--- config.mk ---
export PLATFORM = sky130hd
export DESIGN_NAME = instr_stream_encoder
export DESIGN_NICKNAME = d
export VERILOG_FILES = /design/src/rtl/rsaasip_isa_pkg.sv /design/src/rtl/instr_encoder.sv /design/src/rtl/instr_stream_encoder.sv
export SDC_FILE = /design/constraint.sdc
export NUM_CORES = 1
export LEC_CHECK = 0
export CAP_MARGIN = 10
export CELL_PAD_IN_SITES_DETAIL_PLACEMENT = 1
export CELL_PAD_IN_SITES_GLOBAL_PLACEMENT = 1
export CORE_MARGIN = 4
export CORE_UTILIZATION = 41
export CTS_CLUSTER_DIAMETER = 40
export DETAILED_ROUTE_END_ITERATION = 7
export DONT_BUFFER_PORTS = 1
export PLACE_DENSITY_LB_ADDON = 0.1
export SETUP_SLACK_MARGIN = 0.4
export SYNTH_ARGS = -nofsm -noshare
export SYNTH_HDL_FRONTEND = slang
export SYNTH_SLANG_ARGS = --single-unit
export TNS_END_PERCENT = 5
--- constraint.sdc ---
create_clock -name clk -period 1.77 [get_ports clk]
set_input_delay 0.177 -clock clk [delete_from_list [all_inputs] [get_ports clk]]
set_output_delay 0.177 -clock clk [all_outputs]
set_load 0.01 [all_outputs]
--- src/rtl/rsaasip_isa_pkg.sv ---
// ISA definitions shared by the instruction decoder and the stream encoder:
// opcodes, instruction formats, field positions and encoder FSM states.
package rsaasip_isa_pkg;

    localparam int ISA_W   = 16;
    localparam int OP_MSB  = 15;
    localparam int OP_LSB  = 13;
    localparam int RD_MSB  = 12;
    localparam int RD_LSB  = 10;
    localparam int RS1_MSB = 9;
    localparam int RS1_LSB = 7;
    localparam int RS2_MSB = 6;
    localparam int RS2_LSB = 4;
    localparam int IMM_MSB = 9;
    localparam int IMM_LSB = 0;
    localparam int JA_MSB  = 12;
    localparam int JA_LSB  = 0;

    typedef enum logic [2:0] {
        OP_SET   = 3'b000,
        OP_LDPX  = 3'b001,
        OP_MODEX = 3'b010,
        OP_STPX  = 3'b011,
        OP_CMPEQ = 3'b100,
        OP_JMP   = 3'b101,
        OP_RSVD  = 3'b110,
        OP_ADD   = 3'b111
    } opcode_t;

    localparam logic [2:0] OP_RESERVED = 3'b110;

    typedef enum logic [1:0] {
        FMT_I    = 2'd0,
        FMT_R    = 2'd1,
        FMT_J    = 2'd2,
        FMT_NONE = 2'd3
    } format_t;

    typedef enum logic [1:0] {
        ST_IDLE = 2'd0,
        ST_LOAD = 2'd1,
        ST_DONE = 2'd2,
        ST_ERR  = 2'd3
    } enc_state_t;

    function automatic format_t op_format(input logic [2:0] op);
        format_t f;
        case (opcode_t'(op))
            OP_SET, OP_ADD:                        f = FMT_I;
            OP_JMP:                                f = FMT_J;
            OP_LDPX, OP_MODEX, OP_STPX, OP_CMPEQ:  f = FMT_R;
            default:                               f = FMT_NONE;
        endcase
        return f;
    endfunction

endpackage

--- src/rtl/instr_encoder.sv ---
// Pure combinational packer: instruction fields -> 16-bit ISA word, plus a
// flag for the reserved opcode. Fields an opcode does not use stay zero.
module instr_encoder
    import rsaasip_isa_pkg::*;
(
    input  logic [2:0]       opcode,
    input  logic [2:0]       rd,
    input  logic [2:0]       rs1,
    input  logic [2:0]       rs2,
    input  logic [9:0]       imm,
    input  logic [12:0]      addr,
    output logic [ISA_W-1:0] word,
    output logic             illegal
);

    always_comb begin
        word    = '0;
        illegal = (opcode == OP_RESERVED);
        word[OP_MSB:OP_LSB] = opcode;
        case (op_format(opcode))
            FMT_I: begin
                word[RD_MSB:RD_LSB]   = rd;
                word[IMM_MSB:IMM_LSB] = imm;
            end
            FMT_J: begin
                word[JA_MSB:JA_LSB] = addr;
            end
            FMT_R: begin
                // CMPEQ has no destination; LDPX/STPX have no second source.
                if (opcode != OP_CMPEQ)
                    word[RD_MSB:RD_LSB] = rd;
                word[RS1_MSB:RS1_LSB] = rs1;
                if (opcode != OP_LDPX && opcode != OP_STPX)
                    word[RS2_MSB:RS2_LSB] = rs2;
            end
            default: ;
        endcase
    end

endmodule

--- src/rtl/instr_stream_encoder.sv ---
// Loader front end: accepts encoded-instruction fields one per handshake and
// writes the packed words to consecutive instruction-RAM addresses.
module instr_stream_encoder
    import rsaasip_isa_pkg::*;
#(
    parameter int ARQ       = 16,
    parameter int AW        = 13,
    parameter int BASE_ADDR = 0,
    parameter int DEPTH     = 8192
) (
    input  logic          clk,
    input  logic          rst_n,
    input  logic          start,
    input  logic          in_valid,
    output logic          in_ready,
    input  logic          in_last,
    input  logic [2:0]    opcode,
    input  logic [2:0]    rd,
    input  logic [2:0]    rs1,
    input  logic [2:0]    rs2,
    input  logic [9:0]    imm,
    input  logic [AW-1:0] addr,
    output logic          mem_we,
    output logic [AW-1:0] mem_addr,
    output logic [ARQ-1:0] mem_wdata,
    output logic [AW:0]   count,
    output logic          busy,
    output logic          done,
    output logic          full,
    output logic          err,
    output logic [1:0]    dbg_state
);

    localparam logic [AW:0]   DEPTH_W = (AW+1)'(DEPTH);
    localparam logic [AW-1:0] BASE_W  = AW'(BASE_ADDR);

    // Handshake: a word transfers on a cycle where in_valid and in_ready are
    // both high; in_ready never depends on in_valid, and start blocks accept.
    enc_state_t       state;
    logic [ISA_W-1:0] enc_word;
    logic             enc_illegal;
    logic             accept;
    logic [AW:0]      count_inc;

    assign in_ready  = (state == ST_LOAD) && !start;
    assign accept    = in_valid && in_ready;
    assign count_inc = count + 1'b1;
    assign busy      = (state == ST_LOAD);
    assign dbg_state = state;

    instr_encoder u_enc (
        .opcode  (opcode),
        .rd      (rd),
        .rs1     (rs1),
        .rs2     (rs2),
        .imm     (imm),
        .addr    (addr),
        .word    (enc_word),
        .illegal (enc_illegal)
    );

    always_ff @(posedge clk or negedge rst_n) begin
        if (!rst_n) begin
            state     <= ST_IDLE;
            mem_we    <= 1'b0;
            mem_addr  <= BASE_W;
            mem_wdata <= '0;
            count     <= '0;
            done      <= 1'b0;
            full      <= 1'b0;
            err       <= 1'b0;
        end else begin
            mem_we <= 1'b0;
            if (start) begin
                state <= ST_LOAD;
                count <= '0;
                done  <= 1'b0;
                full  <= 1'b0;
                err   <= 1'b0;
            end else if (state == ST_LOAD && accept) begin
                if (enc_illegal) begin
                    err   <= 1'b1;
                    state <= ST_ERR;
                end else begin
                    mem_we    <= 1'b1;
                    mem_addr  <= BASE_W + count[AW-1:0];
                    mem_wdata <= ARQ'(enc_word);
                    count     <= count_inc;
                    // in_last wins when the last word also fills the program.
                    if (in_last) begin
                        done  <= 1'b1;
                        state <= ST_DONE;
                    end else if (count_inc == DEPTH_W) begin
                        done  <= 1'b1;
                        full  <= 1'b1;
                        state <= ST_DONE;
                    end
                end
            end
        end
    end

endmodule
# Yosys cells after proc, flatten, opt, wreduce, memory -nomap -nowiden
# Cells that the tools add are included.
[totals]
mem_bits_rw = 0
inputBits = 40
latch_bits = 0
mem_count = 0
regBits = 49
rom_bits = 0
wordCells = 75
[classes]
n_bitwise = 2
shift = 0
reduce_logical = 20
add_sub_neg = 1
magnitude_cmp = 0
n_mux = 28
mul = 0
eq_ne = 16
n_div = 0
[op_table]
columns = ["op", "n"]
rows = [
  ["$mux W14", 3],
  ["$pmux W9 S3", 1],
  ["$mux W1", 15],
  ["$add A14 B1 Y14 const B", 1],
  ["$eq A14 B14 Y1 const B", 1],
  ["$eq A3 B3 Y1 const B", 4],
  ["$mux W2", 5],
  ["$pmux W4 S2", 1],
  ["$eq A3 B2 Y1 const B", 2],
  ["$mux W3", 2],
  ["$pmux W2 S3", 1],
  ["$reduce_and A2 Y1", 3],
  ["$reduce_and A3 Y1", 2],
  ["$reduce_bool A2 Y1", 3],
  ["$eq A2 B1 Y1 const B", 2],
  ["$logic_and A1 B1 Y1", 4],
  ["$ne A2 B2 Y1 const B", 2],
  ["$reduce_and A4 Y1", 1],
  ["$reduce_bool A4 Y1", 1],
  ["$reduce_or A4 Y1", 1],
  ["$eq A3 B1 Y1 const B", 1],
  ["$logic_not A3 Y1", 1],
  ["$ne A3 B1 Y1 const B", 1],
  ["$ne A3 B2 Y1 const B", 1],
  ["other kinds (7)", 8],
]

# Logic depth before layout (Yosys ltp)
[depth]
word_depth = 7
mapped_depth = 9
ltp_nobuf = 7

# Cells and area by module
# A second synthesis with hierarchy kept.
[hier_totals]
cells_unflattened = 259
hier_area_um2 = 2753.9
[by_module_without_submodules]
columns = ["module", "cells_each", "area_per_inst_um2", "instances", "seq_area_each_um2"]
rows = [
  ["instr_stream_encoder", 191, 2238.4, 1, 1226.2],
  ["instr_encoder", 68, 515.5, 1, 0.0],
]

# Worst setup path before layout
# OpenSTA, ideal clock, no wires.
[synth_path]
path_kind = "register to register"
from = "register count[0]"
to = "register state[0] (netlist: dbg_state[0])"
stages_incl_launch_ff = 8
t_arrival_ns = 1.834
synth_period_minus_slack_ns = 1.957
required_time_ns = 1.647
slack_ns = -0.187
path_buffers = 0
cell_sequence = "dfrtp_1 > ha_1 > nand4_1 > nor3_2 > xnor2_1 > o2111a_1 > nand4_2 > o221a_1"
[synth_between]
elab_chain_len = 4
[synth_rtl]
columns = ["item", "line", "source"]
rows = [
  ["start: declaration", "instr_stream_encoder.sv:26", "output logic [AW:0] count,"],
  ["start signal: assignment", "instr_stream_encoder.sv:88", "count <= count_inc;"],
  ["$add A14 B1 Y14", "instr_stream_encoder.sv:47", "assign count_inc = count + 1'b1;"],
  ["$eq A14 B14 Y1", "instr_stream_encoder.sv:93", "end else if (count_inc == DEPTH_W) begin"],
  ["$reduce_bool A4 Y1 (no source line)", "n/a", ""],
  ["$reduce_and A2 Y1 (no source line)", "n/a", ""],
  ["end signal: assignment", "instr_stream_encoder.sv:64", "state <= ST_IDLE;"],
  ["end signal: assignment", "instr_stream_encoder.sv:92", "state <= ST_DONE;"],
  ["end signal: assignment", "instr_stream_encoder.sv:96", "state <= ST_DONE;"],
  ["end: declaration", "instr_stream_encoder.sv:39", "enc_state_t state;"],
]
# No other way between the ends.
# A chain may end at the register's enable or synchronous reset.

# Final worst setup path
# Same ends and word-level chain as after synthesis.

==> results.yml <==
logic_synthesis:
  yosys_most_used_dff: "sky130_fd_sc_hd__dfrtp_1"
  asyncSetResetFlopFracSynth: 1.00
  ys_seq_area_frac: 0.469
  syn-num-nets: 335
  synth_enable_flop_cells: 0
  syn_inst: 293
  yosysWarningCount: 0
  synthesis.area_mm2: 0.00261
  synth.avg_cell_area_um2: 8.92
  ys_types: 50
  synth_seq_cells: 49
critical_path:
  crit_path_end_kind: "flop"
  cp-start-kind: "flop"
  critical_path.n_buffers_inverters: 0
  length_in_cells_of_the_worst_reg_to_reg_path: 7
  timing.critical_path.arrival_ns: 2.15
  slowest_delay_ns: 0.41
  critPathRequiredTime_ns: 1.96
  crit_path_top_delay_cell: "sky130_fd_sc_hd__dfrtp_2"
  path_depth: 7
  critical_path_class: "reg2reg"
  rrSetupSlack_ns: -0.19
  crit_path_start: "count[0]"
  crit_path_max_fanout: 5
  delay_heaviest_family_cp: "simple AND/OR/NAND/NOR gates"
  worst_reg2reg_path_startpoint: "count[0]"
  crit-reg2reg-capture: "dbg_state[0]"
  worst_path_cell_trace: "ha_4, nand4_1, nor3_2, xnor2_1, o2111a_1, nand4_4, o221a_1"
run_status:
  status: "finished, violations left"
  violations_in_the_final_reports: "negative setup slack"
layout:
  layout-area-overhead-vs-synth_pct: 23.3
  fraction_of_layout_cells_with_a_size_suffix_above_1: 0.274
  layout.cells.most_common_list: "58 x sky130_fd_sc_hd__nand2_1, 46 x sky130_fd_sc_hd__dfrtp_1, 29 x sky130_fd_sc_hd__buf_4"
  antenna_cells: 0
  final_common_cell: "sky130_fd_sc_hd__nand2_1"
  fin_nets: 363
  num-fill-cells: 715
  final_core_utilization: 0.532
sta:
  unrepaired_setup_endpoints_after_global_routing: "yes"
  fin_crit_ns: 1.96
  period_share: 1.11
  final.setup_skew_ns: 0.00733
  max_freq_mhz: 509
  setup_viol_count_final: 4
  drv_slew: 0
  timing.final.ws_setup_ns: -0.194
  tightestPinTransition_ns: 0.743
  final_hold_viol_count: 0
  max_slew_margin: 0.504
routing:
  detail_route.drc_violations: 0
  detailedRoute.firstPassIterationCount: 4
  detailedRoute.firstIterationViolations: 54
  finalWirelength_mm: 7.51
  num_vias: 2242
  wl_per_cell_um: 19.0
  ant_nets: 0
  vias_per_cell: 5.66
clocking:
  insertion_delay_ns: 0.30
  ctsLongestPathBuffers: 2
  cts_tree: "done"
  cts-buffers-inserted: 5
  clock-sinks: 49
  clock-root-buffer: "sky130_fd_sc_hd__clkbuf_8"
  cts.htree.levels: 2
  worst_setup_hold_path_clk_slew_ns: 0.09
global_route:
  first_global_vias: 2350
  grt_first_pass_wirelength_mm: 12.3
  initial_antenna_violation_count: 0
  grt_usage: 0.205
  grt_start_max_net_pins: 50
  globalRouteOverflowTotal: 0
power_and_ir_drop:
  cellPowerDensity_mw_per_mm2: 740
  p_leak_nw: 1.48
  max-vdd-ir-drop_v: 0.000421
die:
  die_x_um: 87.8
  floorplan.rows: 28
  effective_utilization_at_floorplan: 0.431
  die_area_mm2: 0.00772
  overall_die_height_um: 87.8
  top_level_ports: 91
  coreArea_mm2: 0.00606
place:
  port-buffer-count: 0
  gp_congestion: 0.835
  hpwl_mm: 5.32
  dp_slack_ns: -0.107
flow_run:
  timing.max_cap.violations: 0
worst_hold_path:
  hold_class: "in2reg"
  min_from: "start"
  min_delay_path_depth: 1
  whs_endpoint: "done"
what timing repair did:
item                                    CTS  global route
endpoints found under the setup margin   49            50
pin swaps                                34             6
hold endpoints to repair                 64             0
hold buffers                              4             0
gates resized for setup                  52             5
setup buffers                             5             1
worst reg2reg max path, stage by stage (launching register included):
cell and delay [ns]:
sky130_fd_sc_hd__dfrtp_2 0.41, sky130_fd_sc_hd__ha_4 0.17, sky130_fd_sc_hd__nand4_1 0.23, sky130_fd_sc_hd__nor3_2 0.24
sky130_fd_sc_hd__xnor2_1 0.15, sky130_fd_sc_hd__o2111a_1 0.25, sky130_fd_sc_hd__nand4_4 0.14, sky130_fd_sc_hd__o221a_1 0.26
power by group:
part           switching (mW)  internal [mW]  total, mW
logic                   0.190          0.174      0.365
clock network           0.375          0.311      0.687
registers               0.121           1.21       1.33
Yosys cell counts, drive strengths merged, types with 2 or more instances:
cell	number	area, um2
a21o	7	52.6
a21oi	9	45.0
and3	3	23.8
nand2	68	258
nand3	5	25.0
mux2i	8	80.1
nor3	6	35.0
xor2	5	43.8
nor2	32	120
and2	2	13.8
dfrtp	49	1230
clkbuf	12	46.3
nand2b	2	12.5
o21ai	18	90.1
and3b	2	17.5
a22oi	7	52.6
nor2b	7	46.3
o22a	2	17.5
buf	6	45.0
o32ai	2	25.0
a221oi	6	52.6
inv	6	22.5
ha	2	25.0
nand4	4	31.3
xnor2	9	78.8
metrics by stage:
step | std cells | cell area [um2] | total power, mW | hold slack [ns] | setup TNS (ns)
detailed placement | 379 | 2850 | 1.63 | -0.117 | -0.204
floorplan | 293 | 2640 | 1.54 | -0.119 | 0
global placement | 379 | 2850 | 1.62 | -0.117 | -0.0864
CTS | 395 | 3190 | 2.41 | 0.0144 | -0.148
global route | 396 | 3220 | 2.51 | 0.00865 | -1.11
finish | 396 | 3220 | 2.39 | 0.0166 | -0.568
layout make-up:
class,instances,area (um2),area share
tap,75,93.8,0.0291
clock buffer,7,86.3,0.0268
sequential,49,1230,0.382
timing repair buffer,39,355,0.110
inverter,6,30.0,0.00932
multi-input combinational,220,1430,0.443
registers in the layout, indices dropped and copies added, names as in the netlist:
register   flops
mem_wdata     16
count         14
mem_addr      13
dbg_state      2
done           1
err            1
full           1
mem_we         1
cells by family after synthesis:
family	synth area share
AOI/OAI and AO/OA	0.160
adders and majority gates	0.00957
buffers and inverters	0.0436
and+or+nand+nor	0.240
DFF	0.469
muxes	0.0306
xor gates and xnor gates	0.0469
worst max path at each step:
stage | end | slack (ns)
finish | dbg_state[0] | -0.19
CTS | dbg_state[0] | -0.08
global placement | dbg_state[0] | -0.07
detailed placement | dbg_state[0] | -0.11
global route | dbg_state[0] | -0.26
floorplan | dbg_state[0] | 0.004
routing by layer:
metal  vias up  part of all wire  global-route usage
met3         8             0.072              0.0593
met1      1117              0.44               0.274
met5         -                 0                   0
li1       1052                 -                   -
met2        65              0.48               0.332
met4         0             0.012              0.0446
(Power assumes the default switching activity.)
